File: src/rtl/icmp_pkg.sv
// Shared constants, FSM encoding and the ones-complement adder for the ICMP echo responder.
package icmp_pkg;

  localparam logic [7:0]  ICMP_TYPE_ECHO_REQ   = 8'd8;
  localparam logic [7:0]  ICMP_TYPE_ECHO_REPLY = 8'd0;
  localparam logic [15:0] IP_HDR_BYTES         = 16'd20;
  localparam logic [7:0]  PROTO_ICMP           = 8'h01;
  // ~m for m = 16'h0800, the type/code word of an echo request
  localparam logic [15:0] CSUM_TYPE_ADJ        = 16'hF7FF;

  typedef enum logic [2:0] {
    ST_IDLE,
    ST_RX_PAY,
    ST_CHECK,
    ST_TX_HDR,
    ST_TX_PAY,
    ST_DRAIN
  } state_t;

  // 16-bit ones-complement add with end-around carry; the fold cannot carry again
  function automatic logic [15:0] ones_add(input logic [15:0] a, input logic [15:0] b);
    logic [16:0] s;
    s = {1'b0, a} + {1'b0, b};
    return s[15:0] + {15'd0, s[16]};
  endfunction

endpackage

File: src/rtl/icmp_buf_ram.sv
// Payload buffer: one write port, one synchronous read port (data valid the cycle after the address).
module icmp_buf_ram
  import icmp_pkg::*;
#(
  parameter int DEPTH = 64,
  parameter int AW    = $clog2(DEPTH)
) (
  input  logic          i_clk,
  input  logic          i_wr_en,
  input  logic [AW-1:0] i_wr_addr,
  input  logic [7:0]    i_wr_data,
  input  logic [AW-1:0] i_rd_addr,
  output logic [7:0]    o_rd_data
);

  logic [7:0] mem [DEPTH];
  logic [7:0] rd_data_q;

  // write port and registered read port; contents need no reset
  always_ff @(posedge i_clk) begin
    if (i_wr_en) mem[i_wr_addr] <= i_wr_data;
    rd_data_q <= mem[i_rd_addr];
  end

  assign o_rd_data = rd_data_q;

endmodule

File: src/rtl/icmp_echo_responder.sv
// ICMP echo responder: buffers one request, validates it and streams back an echo reply.
//
//  state     | meaning
//  ----------+------------------------------------------------------------
//  ST_IDLE   | waiting for an rx IP header (hdr_ready high once out of reset)
//  ST_RX_PAY | storing ICMP bytes into the buffer
//  ST_CHECK  | one cycle: validate frame, compute reply checksum
//  ST_TX_HDR | presenting the reply IP header
//  ST_TX_PAY | streaming reply bytes
//  ST_DRAIN  | swallowing the rest of an oversized frame
module icmp_echo_responder
  import icmp_pkg::*;
#(
  parameter int         MAX_BYTES = 64,
  parameter logic [7:0] TTL       = 8'd64
) (
  input  logic        i_clk,
  input  logic        i_rst_n,
  input  logic        s_ip_hdr_valid,
  output logic        s_ip_hdr_ready,
  input  logic [15:0] s_ip_length,
  input  logic [31:0] s_ip_source_ip,
  input  logic [31:0] s_ip_dest_ip,
  input  logic [7:0]  s_ip_payload_axis_tdata,
  input  logic        s_ip_payload_axis_tvalid,
  input  logic        s_ip_payload_axis_tlast,
  input  logic        s_ip_payload_axis_tuser,
  output logic        s_ip_payload_axis_tready,
  output logic        m_ip_hdr_valid,
  input  logic        m_ip_hdr_ready,
  output logic [5:0]  m_ip_dscp,
  output logic [1:0]  m_ip_ecn,
  output logic [15:0] m_ip_length,
  output logic [7:0]  m_ip_ttl,
  output logic [7:0]  m_ip_protocol,
  output logic [31:0] m_ip_source_ip,
  output logic [31:0] m_ip_dest_ip,
  output logic [7:0]  m_ip_payload_axis_tdata,
  output logic        m_ip_payload_axis_tvalid,
  output logic        m_ip_payload_axis_tlast,
  output logic        m_ip_payload_axis_tuser,
  input  logic        m_ip_payload_axis_tready,
  output logic [15:0] o_drop_count
);

  localparam int CW = $clog2(MAX_BYTES + 1);
  localparam int AW = $clog2(MAX_BYTES);

  state_t      state_q, state_d;
  logic        init_q, init_d;
  logic [15:0] len_q, len_d;
  logic [31:0] src_q, src_d, dst_q, dst_d;
  logic [CW-1:0] cnt_q, cnt_d, tx_idx_q, tx_idx_d;
  logic        bad_q, bad_d;
  logic [7:0]  type_q, type_d, code_q, code_d;
  logic [15:0] req_csum_q, req_csum_d, csum_q, csum_d;
  logic [7:0]  tdata_q, tdata_d;
  logic        tvalid_q, tvalid_d, tlast_q, tlast_d;
  logic [15:0] drop_q, drop_d;

  logic          rx_beat, tx_beat, hdr_rx, hdr_tx;
  logic          frame_ok, overflow;
  logic [CW-1:0] nxt_idx;
  logic [7:0]    nxt_byte, ram_rd_data;
  logic [AW-1:0] ram_rd_addr;
  logic          ram_wr_en;

  assign rx_beat  = s_ip_payload_axis_tvalid && s_ip_payload_axis_tready;
  assign tx_beat  = tvalid_q && m_ip_payload_axis_tready;
  assign hdr_rx   = s_ip_hdr_valid && s_ip_hdr_ready;
  assign hdr_tx   = m_ip_hdr_valid && m_ip_hdr_ready;
  assign overflow = (state_q == ST_RX_PAY) && rx_beat && !s_ip_payload_axis_tlast
                    && (cnt_q == CW'(MAX_BYTES - 1));
  assign frame_ok = !bad_q && (16'(cnt_q) == (len_q - IP_HDR_BYTES)) && (cnt_q >= CW'(8))
                    && (type_q == ICMP_TYPE_ECHO_REQ) && (code_q == 8'd0);
  assign ram_wr_en = (state_q == ST_RX_PAY) && rx_beat;

  icmp_buf_ram #(.DEPTH(MAX_BYTES), .AW(AW)) u_buf (
    .i_clk     (i_clk),
    .i_wr_en   (ram_wr_en),
    .i_wr_addr (cnt_q[AW-1:0]),
    .i_wr_data (s_ip_payload_axis_tdata),
    .i_rd_addr (ram_rd_addr),
    .o_rd_data (ram_rd_data)
  );

  // state register
  always_ff @(posedge i_clk or negedge i_rst_n) begin
    if (!i_rst_n) state_q <= ST_IDLE;
    else          state_q <= state_d;
  end

  // next-state logic
  always_comb begin
    state_d = state_q;
    case (state_q)
      ST_IDLE:   if (hdr_rx) state_d = ST_RX_PAY;
      ST_RX_PAY: if (rx_beat && s_ip_payload_axis_tlast) state_d = ST_CHECK;
                 else if (overflow)                      state_d = ST_DRAIN;
      ST_CHECK:  state_d = frame_ok ? ST_TX_HDR : ST_IDLE;
      ST_TX_HDR: if (hdr_tx) state_d = ST_TX_PAY;
      ST_TX_PAY: if (tx_beat && tlast_q) state_d = ST_IDLE;
      ST_DRAIN:  if (rx_beat && s_ip_payload_axis_tlast) state_d = ST_IDLE;
      default:   state_d = ST_IDLE;
    endcase
  end

  // state-decoded handshake outputs and reply header constants
  always_comb begin
    s_ip_hdr_ready           = (state_q == ST_IDLE) && init_q;
    s_ip_payload_axis_tready = (state_q == ST_RX_PAY) || (state_q == ST_DRAIN);
    m_ip_hdr_valid           = (state_q == ST_TX_HDR);
    m_ip_ttl                 = (state_q == ST_TX_HDR) ? TTL : 8'd0;
    m_ip_protocol            = (state_q == ST_TX_HDR) ? PROTO_ICMP : 8'd0;
  end

  // buffer read address runs one byte ahead of the output register, so ram_rd_data
  // always holds byte tx_idx_q+1 and the stream sustains one byte per cycle
  always_comb begin
    ram_rd_addr = '0;
    if (state_q == ST_TX_HDR)      ram_rd_addr = AW'(1);
    else if (state_q == ST_TX_PAY) ram_rd_addr = tx_idx_q[AW-1:0] + (tx_beat ? AW'(2) : AW'(1));
  end

  // datapath next values: header latches, rx capture, checksum, tx output register, drop counter
  always_comb begin
    init_d     = 1'b1;
    len_d      = len_q;
    src_d      = src_q;
    dst_d      = dst_q;
    cnt_d      = cnt_q;
    bad_d      = bad_q;
    type_d     = type_q;
    code_d     = code_q;
    req_csum_d = req_csum_q;
    csum_d     = csum_q;
    tx_idx_d   = tx_idx_q;
    tdata_d    = tdata_q;
    tvalid_d   = tvalid_q;
    tlast_d    = tlast_q;
    drop_d     = drop_q;

    nxt_idx = tx_idx_q + CW'(1);
    if (nxt_idx == CW'(1))      nxt_byte = code_q;
    else if (nxt_idx == CW'(2)) nxt_byte = csum_q[15:8];
    else if (nxt_idx == CW'(3)) nxt_byte = csum_q[7:0];
    else                        nxt_byte = ram_rd_data;

    case (state_q)
      ST_IDLE: if (hdr_rx) begin
        len_d = s_ip_length;
        src_d = s_ip_source_ip;
        dst_d = s_ip_dest_ip;
        cnt_d = '0;
        bad_d = 1'b0;
      end
      ST_RX_PAY: if (rx_beat) begin
        cnt_d = cnt_q + CW'(1);
        if (cnt_q == CW'(0)) type_d = s_ip_payload_axis_tdata;
        if (cnt_q == CW'(1)) code_d = s_ip_payload_axis_tdata;
        if (cnt_q == CW'(2)) req_csum_d[15:8] = s_ip_payload_axis_tdata;
        if (cnt_q == CW'(3)) req_csum_d[7:0]  = s_ip_payload_axis_tdata;
        if (s_ip_payload_axis_tlast) bad_d = s_ip_payload_axis_tuser;
      end
      ST_CHECK: csum_d = ~ones_add(~req_csum_q, CSUM_TYPE_ADJ);
      ST_TX_HDR: if (hdr_tx) begin
        tx_idx_d = '0;
        tdata_d  = ICMP_TYPE_ECHO_REPLY;
        tvalid_d = 1'b1;
        tlast_d  = 1'b0;
      end
      ST_TX_PAY: if (tx_beat) begin
        if (tlast_q) begin
          tvalid_d = 1'b0;
          tlast_d  = 1'b0;
        end else begin
          tx_idx_d = nxt_idx;
          tdata_d  = nxt_byte;
          tlast_d  = (nxt_idx == cnt_q - CW'(1));
        end
      end
      default: ;
    endcase

    if ((overflow || ((state_q == ST_CHECK) && !frame_ok)) && (drop_q != 16'hFFFF))
      drop_d = drop_q + 16'd1;
  end

  // datapath registers
  always_ff @(posedge i_clk or negedge i_rst_n) begin
    if (!i_rst_n) begin
      init_q     <= 1'b0;
      len_q      <= '0;
      src_q      <= '0;
      dst_q      <= '0;
      cnt_q      <= '0;
      bad_q      <= 1'b0;
      type_q     <= '0;
      code_q     <= '0;
      req_csum_q <= '0;
      csum_q     <= '0;
      tx_idx_q   <= '0;
      tdata_q    <= '0;
      tvalid_q   <= 1'b0;
      tlast_q    <= 1'b0;
      drop_q     <= '0;
    end else begin
      init_q     <= init_d;
      len_q      <= len_d;
      src_q      <= src_d;
      dst_q      <= dst_d;
      cnt_q      <= cnt_d;
      bad_q      <= bad_d;
      type_q     <= type_d;
      code_q     <= code_d;
      req_csum_q <= req_csum_d;
      csum_q     <= csum_d;
      tx_idx_q   <= tx_idx_d;
      tdata_q    <= tdata_d;
      tvalid_q   <= tvalid_d;
      tlast_q    <= tlast_d;
      drop_q     <= drop_d;
    end
  end

  assign m_ip_dscp                = 6'd0;
  assign m_ip_ecn                 = 2'd0;
  assign m_ip_length              = len_q;
  assign m_ip_source_ip           = dst_q;
  assign m_ip_dest_ip             = src_q;
  assign m_ip_payload_axis_tdata  = tdata_q;
  assign m_ip_payload_axis_tvalid = tvalid_q;
  assign m_ip_payload_axis_tlast  = tlast_q;
  assign m_ip_payload_axis_tuser  = 1'b0;
  assign o_drop_count             = drop_q;

endmodule

File: config.mk
export PLATFORM = sky130hd
export DESIGN_NAME = icmp_echo_responder
export DESIGN_NICKNAME = d
export VERILOG_FILES = /design/src/rtl/icmp_pkg.sv /design/src/rtl/icmp_buf_ram.sv /design/src/rtl/icmp_echo_responder.sv
export SDC_FILE = /design/constraint.sdc
export NUM_CORES = 1
export LEC_CHECK = 0
export CORE_AREA = 2 2 235 237
export DETAILED_ROUTE_END_ITERATION = 10
export DIE_AREA = 0 0 237 239
export PLACE_DENSITY = 0.75
export SLEW_MARGIN = 0
export SYNTH_ARGS = -nofsm -noshare
export SYNTH_HDL_FRONTEND = slang
export SYNTH_SLANG_ARGS = --single-unit
File: constraint.sdc
create_clock -name i_clk -period 4.98 [get_ports i_clk]
set_input_delay 0.747 -clock i_clk [delete_from_list [all_inputs] [get_ports i_clk]]
set_output_delay 0.747 -clock i_clk [all_outputs]
set_load 0.01 [all_outputs]
* Yosys cells after proc, flatten, opt, wreduce, memory -nomap -nowiden
Memories as Yosys holds them, arrays and structs flattened. A register that Yosys moved wholly into a read port is not among the register bits. Index checks and enable logic that the tools add are counted.
Word-level totals: bits in registers 173, bits in latches 0, bits in writable memories 512, memory bits (read-only) 0, output and inout port bits 134, word-level logic and storage cells 133, memories kept 1
Operators by class: add/sub/neg operators 8, $mul 0, divide/modulo/power cells 0, $lt $le $gt $ge 1, equality and inequality tests 26, shift operators 0, muxes and demuxes 41, bitwise gates (word level) 2, reduce and logical (&&, ||, !) cells 37
Memories:
- u_buf.mem | depth 64, width 8, read ports 1, clocked after Yosys merged registers in 1, write ports 1, line icmp_buf_ram.sv:16 | logic [7:0] mem [DEPTH];
Operators by type and width (number):
- 2-to-1 mux 8 bit | 6
- 2-to-1 mux 7 bit | 6
- inverter 16 bit | 2
- equality test 7 x 2 -> 1 bit, second input constant | 4
- one-hot mux 7 bit (2 select lines) | 2
- 2-to-1 mux 3 bit | 6
- one-hot mux 3 bit (6 select lines) | 1
- AND reduction 3 bit | 6
- adder 16 x 16 -> 17 bit, second input constant | 1
- adder 16 x 1 -> 16 bit | 1
- adder 16 x 1 -> 16 bit, second input constant | 1
- equality test 7 x 16 -> 1 bit | 1
- logical AND 1 bit | 16
- != test 16 bit, second input constant | 1
- != test 2 bit, second input constant | 8
- one-hot mux 8 bit (2 select lines) | 1
- subtractor 16 x 5 -> 16 bit, second input constant | 1
- adder 7 x 1 -> 7 bit, second input constant | 2
- equality test 7 x 1 -> 1 bit, second input constant | 2
- 2-to-1 mux 1 bit | 12
- 2-to-1 mux 6 bit | 2
- AND reduction 4 bit | 3
- equality test 8 x 4 -> 1 bit, second input constant | 1
- logical NOT 8 bit | 1
- 19 further kinds | 28

* Depth between registers and ports, before layout
Gate-level depths: netlist (run 1).
depth after elaboration 10, gate-level depth with buffers 14

* Cells and area by module
Synthesis (run 1) repeated with hierarchy kept, for this count alone.
Unflattened totals: cell total of the unflattened synthesis 1908, area, all modules 29116.7 µm²
By module, submodules not included:
- icmp_buf_ram | times used 1, cells each 940, area an instance 20166.8 µm², seq. area each 15534.9 µm²
- icmp_echo_responder | times used 1, cells each 968, area an instance 8949.8 µm², seq. area each 4329.2 µm²

* Least setup slack after synthesis (run 1)
No wires, ideal clock.
kind input -> register, start input port m_ip_payload_axis_tready, end register u_buf.rd_data_q[3] (netlist: u_buf.o_rd_data[3]), read port of u_buf.mem, setup time 0.120 ns, arrival 2.904 ns, required time 4.860 ns, setup slack 1.955 ns, stages on the path 11, cell sequence nand2_1 ha_1 fa_1 and4bb_2 buf_2 buf_1 mux4_2 nand2_1 nand3_1 nand4_1 nand3_1
On the way: cells in the longest elaborated chain, start to end 5
Ends and longest elaborated chain:
- start: declaration | line icmp_echo_responder.sv:42 | input logic m_ip_payload_axis_tready,
- logical AND 1 bit | line icmp_echo_responder.sv:69 | assign tx_beat = tvalid_q && m_ip_payload_axis_tready;
- 2-to-1 mux 2 bit | line icmp_echo_responder.sv:122 | else if (state_q == ST_TX_PAY) ram_rd_addr = tx_idx_q[AW-1:0] + (tx_beat ? AW'(2) : AW'(1));
- adder 6 x 2 -> 6 bit | line icmp_echo_responder.sv:122
- 2-to-1 mux 6 bit | line icmp_echo_responder.sv:122
- 2-to-1 mux 6 bit | line icmp_echo_responder.sv:121 | if (state_q == ST_TX_HDR) ram_rd_addr = AW'(1);
- end: declaration | line icmp_buf_ram.sv:17 | logic [7:0] rd_data_q;
No other way between the ends. A chain may end at the register's enable or synchronous reset.

* Worst setup path in the final report (run 1)
start input port m_ip_payload_axis_tready, end register u_buf.rd_data_q[6] (netlist: u_buf.o_rd_data[6]), read port of u_buf.mem
Same word-level chain as after synthesis.

==> flow_results.xml, run 1 <==
<?xml version="1.0" encoding="UTF-8"?>
<metrics>
  <group name="synth">
    <metric name="synthesis.instances" unit="">2309</metric>
    <metric name="synth_enable_flop_cells" unit="">512</metric>
    <metric name="post-synth-top-count-cell" unit="">nand2_1</metric>
    <metric name="postSynthAreaPerCell" unit="µm²">12.76</metric>
    <metric name="syn_area" unit="µm²">29470</metric>
    <metric name="synth_flop_cell" unit="">edfxtp_1</metric>
    <metric name="synth_largest_type_area_fraction" unit="">0.5217</metric>
    <metric name="synth_largest_area_cell" unit="">edfxtp_1</metric>
    <metric name="synth_warnings" unit="">0</metric>
    <metric name="synth_area_leaders" unit="">edfxtp_1 52%, dfrtp_1 15%, nand2_1 7.7%</metric>
    <metric name="ys_ff_latch" unit="">693</metric>
    <metric name="seq_area_frac_synth" unit="">0.6740</metric>
    <metric name="yosys-top-cells-count" unit="">606 x nand2_1, 512 x edfxtp_1, 219 x nand3_1, 173 x dfrtp_1, 103 x nor2_1</metric>
    <metric name="synth-async-reset-ratio" unit="">0.2496</metric>
    <metric name="distinct_cell_type_count_of_the_synthesized_netlist" unit="">75</metric>
  </group>
  <group name="route">
    <metric name="routed_wirelength" unit="µm">76560</metric>
    <metric name="avgViaCountPerCell" unit="">6.050</metric>
    <metric name="wire_per_inst" unit="µm">23.55</metric>
    <metric name="detail_route.drc_violations" unit="">0</metric>
    <metric name="dr.first_iter.drc_count" unit="">2146</metric>
    <metric name="ant_nets" unit="">0</metric>
    <metric name="first_pass_iters" unit="">6</metric>
    <metric name="vias_after_detailed_routing" unit="">19670</metric>
  </group>
  <group name="placed_design">
    <metric name="gp_congestion" unit="">0.9135</metric>
    <metric name="dp_slack" unit="ns">0.7245</metric>
    <metric name="numPlacedInstances" unit="">3129</metric>
    <metric name="placement.io_buffers" unit="">206</metric>
    <metric name="detailedPlacementHpwl" unit="µm">48940</metric>
  </group>
  <group name="power">
    <metric name="p_per_area" unit="nW/µm²">331.0</metric>
    <metric name="power.leakage" unit="µW">0.01266</metric>
    <metric name="irDropWorstVdd" unit="mV">0.2454</metric>
  </group>
  <group name="global_route">
    <metric name="grt.overflow.total" unit="">0</metric>
    <metric name="grt_use_total" unit="">0.2711</metric>
    <metric name="largest_net_degree_at_the_start_of_global_routing" unit="">143</metric>
    <metric name="grt_first_pass_wirelength" unit="µm">116500</metric>
    <metric name="number_of_global_route_vias_before_repair" unit="">19480</metric>
    <metric name="antenna_found_initial" unit="">1</metric>
  </group>
  <group name="critical_path">
    <metric name="timing.critical_path.cells" unit="">clkdlybuf4s50_1 -&gt; nand2_1 -&gt; ha_1 -&gt; fa_1 -&gt; nand4bb_4 -&gt; buf_4 -&gt; nand2_1 -&gt; nand3_1 -&gt; a31oi_1 -&gt; a221oi_1 -&gt; a31o_2</metric>
    <metric name="timing.critical_path.to_type" unit="">flop</metric>
    <metric name="worstPathArrival" unit="ns">4.17</metric>
    <metric name="timing.critical_path.max_delay_family" unit="">buffers and inverters</metric>
    <metric name="cp_slowest_stage_delay" unit="ns">0.58</metric>
    <metric name="worst_reg_to_reg_setup_slack" unit="ns">1.49</metric>
    <metric name="cell_repeated_most_along_the_worst_path" unit="">nand2_1</metric>
    <metric name="crit_required" unit="ns">5.49</metric>
    <metric name="crit_buf_inv" unit="">2</metric>
    <metric name="crit_fanout" unit="">39</metric>
    <metric name="timing_worst_setup_path_type" unit="">primary input to flop</metric>
    <metric name="worst_path_max_delay_cell" unit="">nand4bb_4</metric>
    <metric name="crit_path_start_kind" unit="">primary input</metric>
  </group>
  <group name="timing">
    <metric name="rsz0062_at_grt" unit="">false</metric>
    <metric name="timing.final.crit_period" unit="ns">3.655</metric>
    <metric name="final-max-slew-violation-count" unit="">0</metric>
    <metric name="fin_ws" unit="ns">1.325</metric>
    <metric name="number_of_hold_violations_in_the_final_report" unit="">0</metric>
    <metric name="slew_headroom" unit="">0.1729</metric>
    <metric name="totalNegativeSetupSlack" unit="ns">0</metric>
    <metric name="min_period_over_period" unit="">0.7340</metric>
    <metric name="worst_clock_skew" unit="ns">0.02557</metric>
    <metric name="hold_ws" unit="ns">0.01504</metric>
    <metric name="timing.final.setup_violations" unit="">0</metric>
    <metric name="clock.fmax" unit="MHz">273.6</metric>
    <metric name="worstMarginPinSlew" unit="ns">1.232</metric>
  </group>
  <group name="finish">
    <metric name="antennaDiodeCount" unit="">0</metric>
    <metric name="drive_above_1_share" unit="">0.1080</metric>
    <metric name="syn_to_final_growth" unit="%">15.89</metric>
    <metric name="finalNonFillerCells" unit="">3251</metric>
    <metric name="final_nets" unit="">2609</metric>
  </group>
  <group name="floorplanning">
    <metric name="core-area" unit="µm²">54340</metric>
    <metric name="floorplan.initialDensity" unit="">0.5424</metric>
    <metric name="floorplan.die.width" unit="µm">237</metric>
    <metric name="design.die.area" unit="µm²">56640</metric>
    <metric name="die_height" unit="µm">239</metric>
    <metric name="num_io_pins" unit="">230</metric>
    <metric name="num_rows" unit="">86</metric>
  </group>
  <group name="clock_network">
    <metric name="insertion_delay" unit="ns">0.62</metric>
    <metric name="cts_setup_buffers" unit="">0</metric>
    <metric name="clkSinkCount" unit="">693</metric>
    <metric name="root_buffer" unit="">clkbuf_16</metric>
    <metric name="cts_hold_buf" unit="">0</metric>
    <metric name="cts_htree_levels" unit="">3</metric>
    <metric name="clock_tree_from_tritoncts" unit="">yes</metric>
    <metric name="cts-root-to-sink-buffers" unit="">3</metric>
    <metric name="tritoncts.num_buffers" unit="">69</metric>
    <metric name="clock_input_transition_at_the_sequential_cells_of_the_worst_setup_and_hold_paths" unit="ns">0.06</metric>
    <metric name="cts-resized-gates" unit="">0</metric>
  </group>
  <group name="job">
    <metric name="drv_cap" unit="">0</metric>
  </group>
  <group name="worst_hold_path">
    <metric name="hold_removal_path_class" unit="">primary input to async pin</metric>
  </group>
  <group name="run_status">
    <metric name="run_status" unit="">finished, final reports clean</metric>
  </group>
</metrics>
## power by group
part | switching [µW] | internal [µW] | total [µW]
combinational | 129 | 68.4 | 197
sequential | 0.0742 | 6210 | 6210
clock | 2200 | 2700 | 4900
## kinds of logic (layout without fill, tap and decap cells)
kind of cell	after synthesis	count (layout)	synth area share
fa+ha+maj	17	17	0.007472
compound gates	170	170	0.03774
flops	693	693	0.6740
mux	107	107	0.06754
xor+xnor	68	68	0.02021
buf+inv	182	398	0.03031
other cells	2	24	0.0002548
simple gates	1070	1070	0.1625
## cells in the final DEF (no fill, tap or decap), types with 24 or more instances in the layout
master	netlist	final
xor2_1	30	30
buf_4	37	36
conb_1	2	24
clkbuf_16	0	70
nand2_1	606	605
nand3_1	219	219
dfrtp_1	173	173
xnor2_1	38	38
clkdlybuf4s50_1	0	197
inv_1	30	30
o21ai_0	51	51
mux4_2	70	70
mux2_2	35	35
nor2_1	103	103
edfxtp_1	512	512
a31oi_1	28	28
## layout make-up
type / instances / area [µm²]
fillers: 3977 / 20180
flip-flops and latches: 693 / 19860
multi-input cells: 1456 / 8830
repair buffers: 246 / 2374
clock buffers: 91 / 1851
well taps: 704 / 880.8
clock inverters: 31 / 245.2
inverters: 30 / 112.6
## per-stage QoR
stage                     utilization  instance area, µm²  total power, µW
final                          0.6286               34160            11310
after global routing           0.6286               34160            11590
after CTS                      0.6286               34160            11340
after detailed placement       0.5900               32060             6528
after global placement         0.5900               32060             6523
after floorplan                     -               29550             6352
## routing by layer
layer | track usage | wire length (µm) | up-vias
met4 | 0.1107 | 2880 | 2
met2 | 0.4340 | 36390 | 1037
li1 | - | - | 8670
met5 | 0 | 16 | -
met1 | 0.3586 | 29980 | 9774
met3 | 0.06721 | 7295 | 186
## final timing paths
path,start,end,cells past startpoint
min reg2reg,m_ip_dest_ip[21]$_DFFE_PN0P_,m_ip_dest_ip[21]$_DFFE_PN0P_,2
min,i_rst_n,csum_q[15]$_DFFE_PN0N_,1
max in group asynchronous,i_rst_n,m_ip_dest_ip[17]$_DFFE_PN0P_,2
max reg2reg,tx_idx_q[0]$_DFFE_PN0P_,u_buf.o_rd_data[6]$_DFF_P_,9
min in group i_clk,m_ip_dest_ip[21]$_DFFE_PN0P_,m_ip_dest_ip[21]$_DFFE_PN0P_,2
max,m_ip_payload_axis_tready,u_buf.o_rd_data[6]$_DFF_P_,11
## flip-flops by register name, indices dropped and copies added, names as in the netlist, 7 cells and up
| signal | count |
|---|---|
| tx_idx_q | 7 |
| m_ip_source_ip | 32 |
| u_buf.mem | 512 |
| m_ip_payload_axis_tdata | 8 |
| m_ip_length | 16 |
| type_q | 8 |
| u_buf.o_rd_data | 8 |
| m_ip_dest_ip | 32 |
| cnt_q | 7 |
| o_drop_count | 16 |
| req_csum_q | 16 |
| csum_q | 16 |
| code_q | 8 |
No activity file was read; power rests on OpenSTA's default activity.
==> run 2: changes to the inputs <==
Clock period 4.98 ns to 3.45 ns, I/O delays scaled along.
==> run 2 against run 1 <==
Via count increased by 1.7%; non-clock buffer count rose by 80; sequential power grew 44%; largest power group unchanged.
==> flow_results.xml, run 2 (synthesized netlist as in run 1, its figures left out) <==
<?xml version="1.0" encoding="UTF-8"?>
<metrics>
  <group name="finish">
    <metric name="final_nets" unit="">2692</metric>
    <metric name="top_library_cells_by_usage_in_the_layout_fill_and_taps_aside" unit="">605 x nand2_1, 512 x edfxtp_1, 219 x nand3_1, 197 x clkdlybuf4s50_1, 173 x dfrtp_1</metric>
    <metric name="syn_to_final_growth" unit="%">19.35</metric>
    <metric name="number_of_flip_flops_under_the_largest_register_name" unit="">512</metric>
    <metric name="leading_cell_type_in_the_layout_fill_and_taps_excluded" unit="">nand2_1</metric>
    <metric name="final_design_area_no_fill" unit="µm²">35180</metric>
    <metric name="antennaDiodeCount" unit="">0</metric>
    <metric name="largest-register" unit="">u_buf.mem</metric>
    <metric name="drive_above_1_share" unit="">0.1369</metric>
    <metric name="finalNonFillerCells" unit="">3341</metric>
  </group>
  <group name="floorplanning">
    <metric name="floorplan.initialDensity" unit="">0.5424</metric>
    <metric name="num_io_pins" unit="">230</metric>
    <metric name="design.die.area" unit="µm²">56640</metric>
    <metric name="core-area" unit="µm²">54340</metric>
    <metric name="die_height" unit="µm">239</metric>
    <metric name="num_rows" unit="">86</metric>
    <metric name="floorplan.die.width" unit="µm">237</metric>
  </group>
  <group name="clock_network">
    <metric name="root_buffer" unit="">clkbuf_16</metric>
    <metric name="insertion_delay" unit="ns">0.61</metric>
    <metric name="tritoncts.num_buffers" unit="">72</metric>
    <metric name="cts_htree_levels" unit="">3</metric>
    <metric name="clkSinkCount" unit="">693</metric>
    <metric name="cts-root-to-sink-buffers" unit="">3</metric>
    <metric name="clock_tree_from_tritoncts" unit="">yes</metric>
    <metric name="clock_input_transition_at_the_sequential_cells_of_the_worst_setup_and_hold_paths" unit="ns">0.06</metric>
  </group>
  <group name="route">
    <metric name="dr.first_iter.drc_count" unit="">2338</metric>
    <metric name="vias_after_detailed_routing" unit="">20000</metric>
    <metric name="ant_nets" unit="">0</metric>
    <metric name="avgViaCountPerCell" unit="">5.987</metric>
    <metric name="wire_per_inst" unit="µm">23.09</metric>
    <metric name="first_pass_iters" unit="">5</metric>
    <metric name="detail_route.drc_violations" unit="">0</metric>
    <metric name="routed_wirelength" unit="µm">77160</metric>
  </group>
  <group name="critical_path">
    <metric name="timing_worst_setup_path_type" unit="">flop to flop</metric>
    <metric name="worst_path_max_delay_cell" unit="">fa_1</metric>
    <metric name="worstPathArrival" unit="ns">3.58</metric>
    <metric name="timing.critical_path.max_delay_family" unit="">simple AND/OR/NAND/NOR gates</metric>
    <metric name="crit_required" unit="ns">3.97</metric>
    <metric name="crit_path_start_kind" unit="">flop</metric>
    <metric name="crit_buf_inv" unit="">2</metric>
    <metric name="cell_repeated_most_along_the_worst_path" unit="">nand3_1</metric>
    <metric name="crit_fanout" unit="">16</metric>
    <metric name="timing.critical_path.cells" unit="">nand2_1 -&gt; ha_1 -&gt; fa_1 -&gt; and4bb_4 -&gt; buf_12 -&gt; buf_4 -&gt; nand2_1 -&gt; nand3_1 -&gt; nand3_1 -&gt; nand3_1 -&gt; nand3_1 -&gt; o21ai_0</metric>
    <metric name="cp_slowest_stage_delay" unit="ns">0.56</metric>
    <metric name="timing.critical_path.to_type" unit="">flop</metric>
  </group>
  <group name="timing">
    <metric name="worstMarginPinSlew" unit="ns">1.040</metric>
    <metric name="min_period_over_period" unit="">0.8893</metric>
    <metric name="rsz0062_at_grt" unit="">false</metric>
    <metric name="clock.fmax" unit="MHz">325.9</metric>
    <metric name="worst_clock_skew" unit="ns">0.02606</metric>
    <metric name="slew_headroom" unit="">0.3068</metric>
    <metric name="timing.final.setup_violations" unit="">0</metric>
    <metric name="timing.final.crit_period" unit="ns">3.068</metric>
    <metric name="number_of_hold_violations_in_the_final_report" unit="">0</metric>
    <metric name="final-max-slew-violation-count" unit="">0</metric>
  </group>
  <group name="power">
    <metric name="p_per_area" unit="nW/µm²">477.3</metric>
    <metric name="power.leakage" unit="µW">0.01323</metric>
    <metric name="totalPowerFinal" unit="µW">16790</metric>
    <metric name="irDropWorstVdd" unit="mV">0.3808</metric>
  </group>
  <group name="placed_design">
    <metric name="place_area" unit="µm²">32880</metric>
    <metric name="placement.io_buffers" unit="">206</metric>
    <metric name="detailedPlacementHpwl" unit="µm">50270</metric>
    <metric name="numPlacedInstances" unit="">3208</metric>
    <metric name="gp_congestion" unit="">0.8942</metric>
  </group>
  <group name="run_status">
    <metric name="run_status" unit="">finished, final reports clean</metric>
  </group>
  <group name="global_route">
    <metric name="antenna_found_initial" unit="">1</metric>
    <metric name="grt_first_pass_wirelength" unit="µm">117700</metric>
    <metric name="grt.overflow.total" unit="">0</metric>
    <metric name="grt_use_total" unit="">0.2735</metric>
    <metric name="number_of_global_route_vias_before_repair" unit="">19730</metric>
    <metric name="largest_net_degree_at_the_start_of_global_routing" unit="">88</metric>
  </group>
  <group name="worst_hold_path">
    <metric name="hold_removal_path_class" unit="">primary input to flop</metric>
  </group>
  <group name="job">
    <metric name="drv_cap" unit="">0</metric>
  </group>
</metrics>
run 2: worst reg2reg max path, cell delays in order, from the launching register on:
cell	delay, ns
dfrtp_1	0.36
nand2_1	0.11
ha_1	0.22
fa_1	0.56
and4bb_4	0.35
buf_12	0.20
buf_4	0.23
nand2_1	0.09
nand3_1	0.08
nand3_1	0.08
nand3_1	0.22
nand3_1	0.23
o21ai_0	0.26
run 2: layout make-up:
class | count | area, µm²
sequential | 693 | 19860
fill | 3823 | 19160
multi-input combinational | 1456 | 8830
timing repair buffer | 326 | 3202
clock buffer | 97 | 1989
tap | 704 | 880.8
clock inverter | 35 | 296.5
inverter | 30 | 112.6
run 2: worst paths after layout:
check / slack (ns) / cells after the start / startpoint / endpoint
worst min-delay path: 0.43 / 3 / s_ip_dest_ip[29] / m_ip_source_ip[29]$_DFFE_PN0P_
worst max-delay path: 0.38 / 12 / m_ip_payload_axis_tvalid$_DFFE_PN0P_ / u_buf.o_rd_data[1]$_DFF_P_
worst max register to register: 0.38 / 12 / m_ip_payload_axis_tvalid$_DFFE_PN0P_ / u_buf.o_rd_data[1]$_DFF_P_
min in group asynchronous: 0.49 / 2 / i_rst_n / csum_q[14]$_DFFE_PN0N_
worst min register to register: 0.47 / 2 / m_ip_dest_ip[28]$_DFFE_PN0P_ / m_ip_dest_ip[28]$_DFFE_PN0P_
max in group asynchronous: 2.07 / 3 / i_rst_n / req_csum_q[6]$_DFFE_PN0P_
run 2: repair_timing:
| action | 4_1_cts | 5_1_grt |
|---|---|---|
| buffers inserted | 0 | 0 |
| hold buffers | 1 | 0 |
| hold endpoints to repair | 68 | 0 |
| gates resized for setup | 0 | 0 |
run 2: routing by layer:
layer,wire (µm),global-route usage,vias up,share of wire
met5,16,0,-,0.00021
met4,2896,0.1016,2,0.038
met3,7225,0.06178,182,0.094
met2,37210,0.4419,1056,0.48
met1,29810,0.3664,9928,0.39
li1,-,-,8835,-
run 2: through the flow:
stage | util | setup WS, ns | TNS [ns] | hold slack, ns
6_report | 0.6473 | 0.3819 | 0 | 0.4325
3_5_place_dp | 0.6051 | -0.2038 | -0.9467 | 0.4617
4_1_cts | 0.6473 | 0.3962 | 0 | 0.4073
3_3_place_gp | 0.6051 | -0.1407 | -0.6995 | 0.4585
5_1_grt | 0.6473 | 0.1460 | 0 | 0.4258
2_1_floorplan | - | 0.6547 | 0 | 0.2219
run 2: power by group:
part	internal, µW	switching, µW
Sequential	8960	0.133
Combinational	102	191
Clock	4370	3160
Total	13400	3360
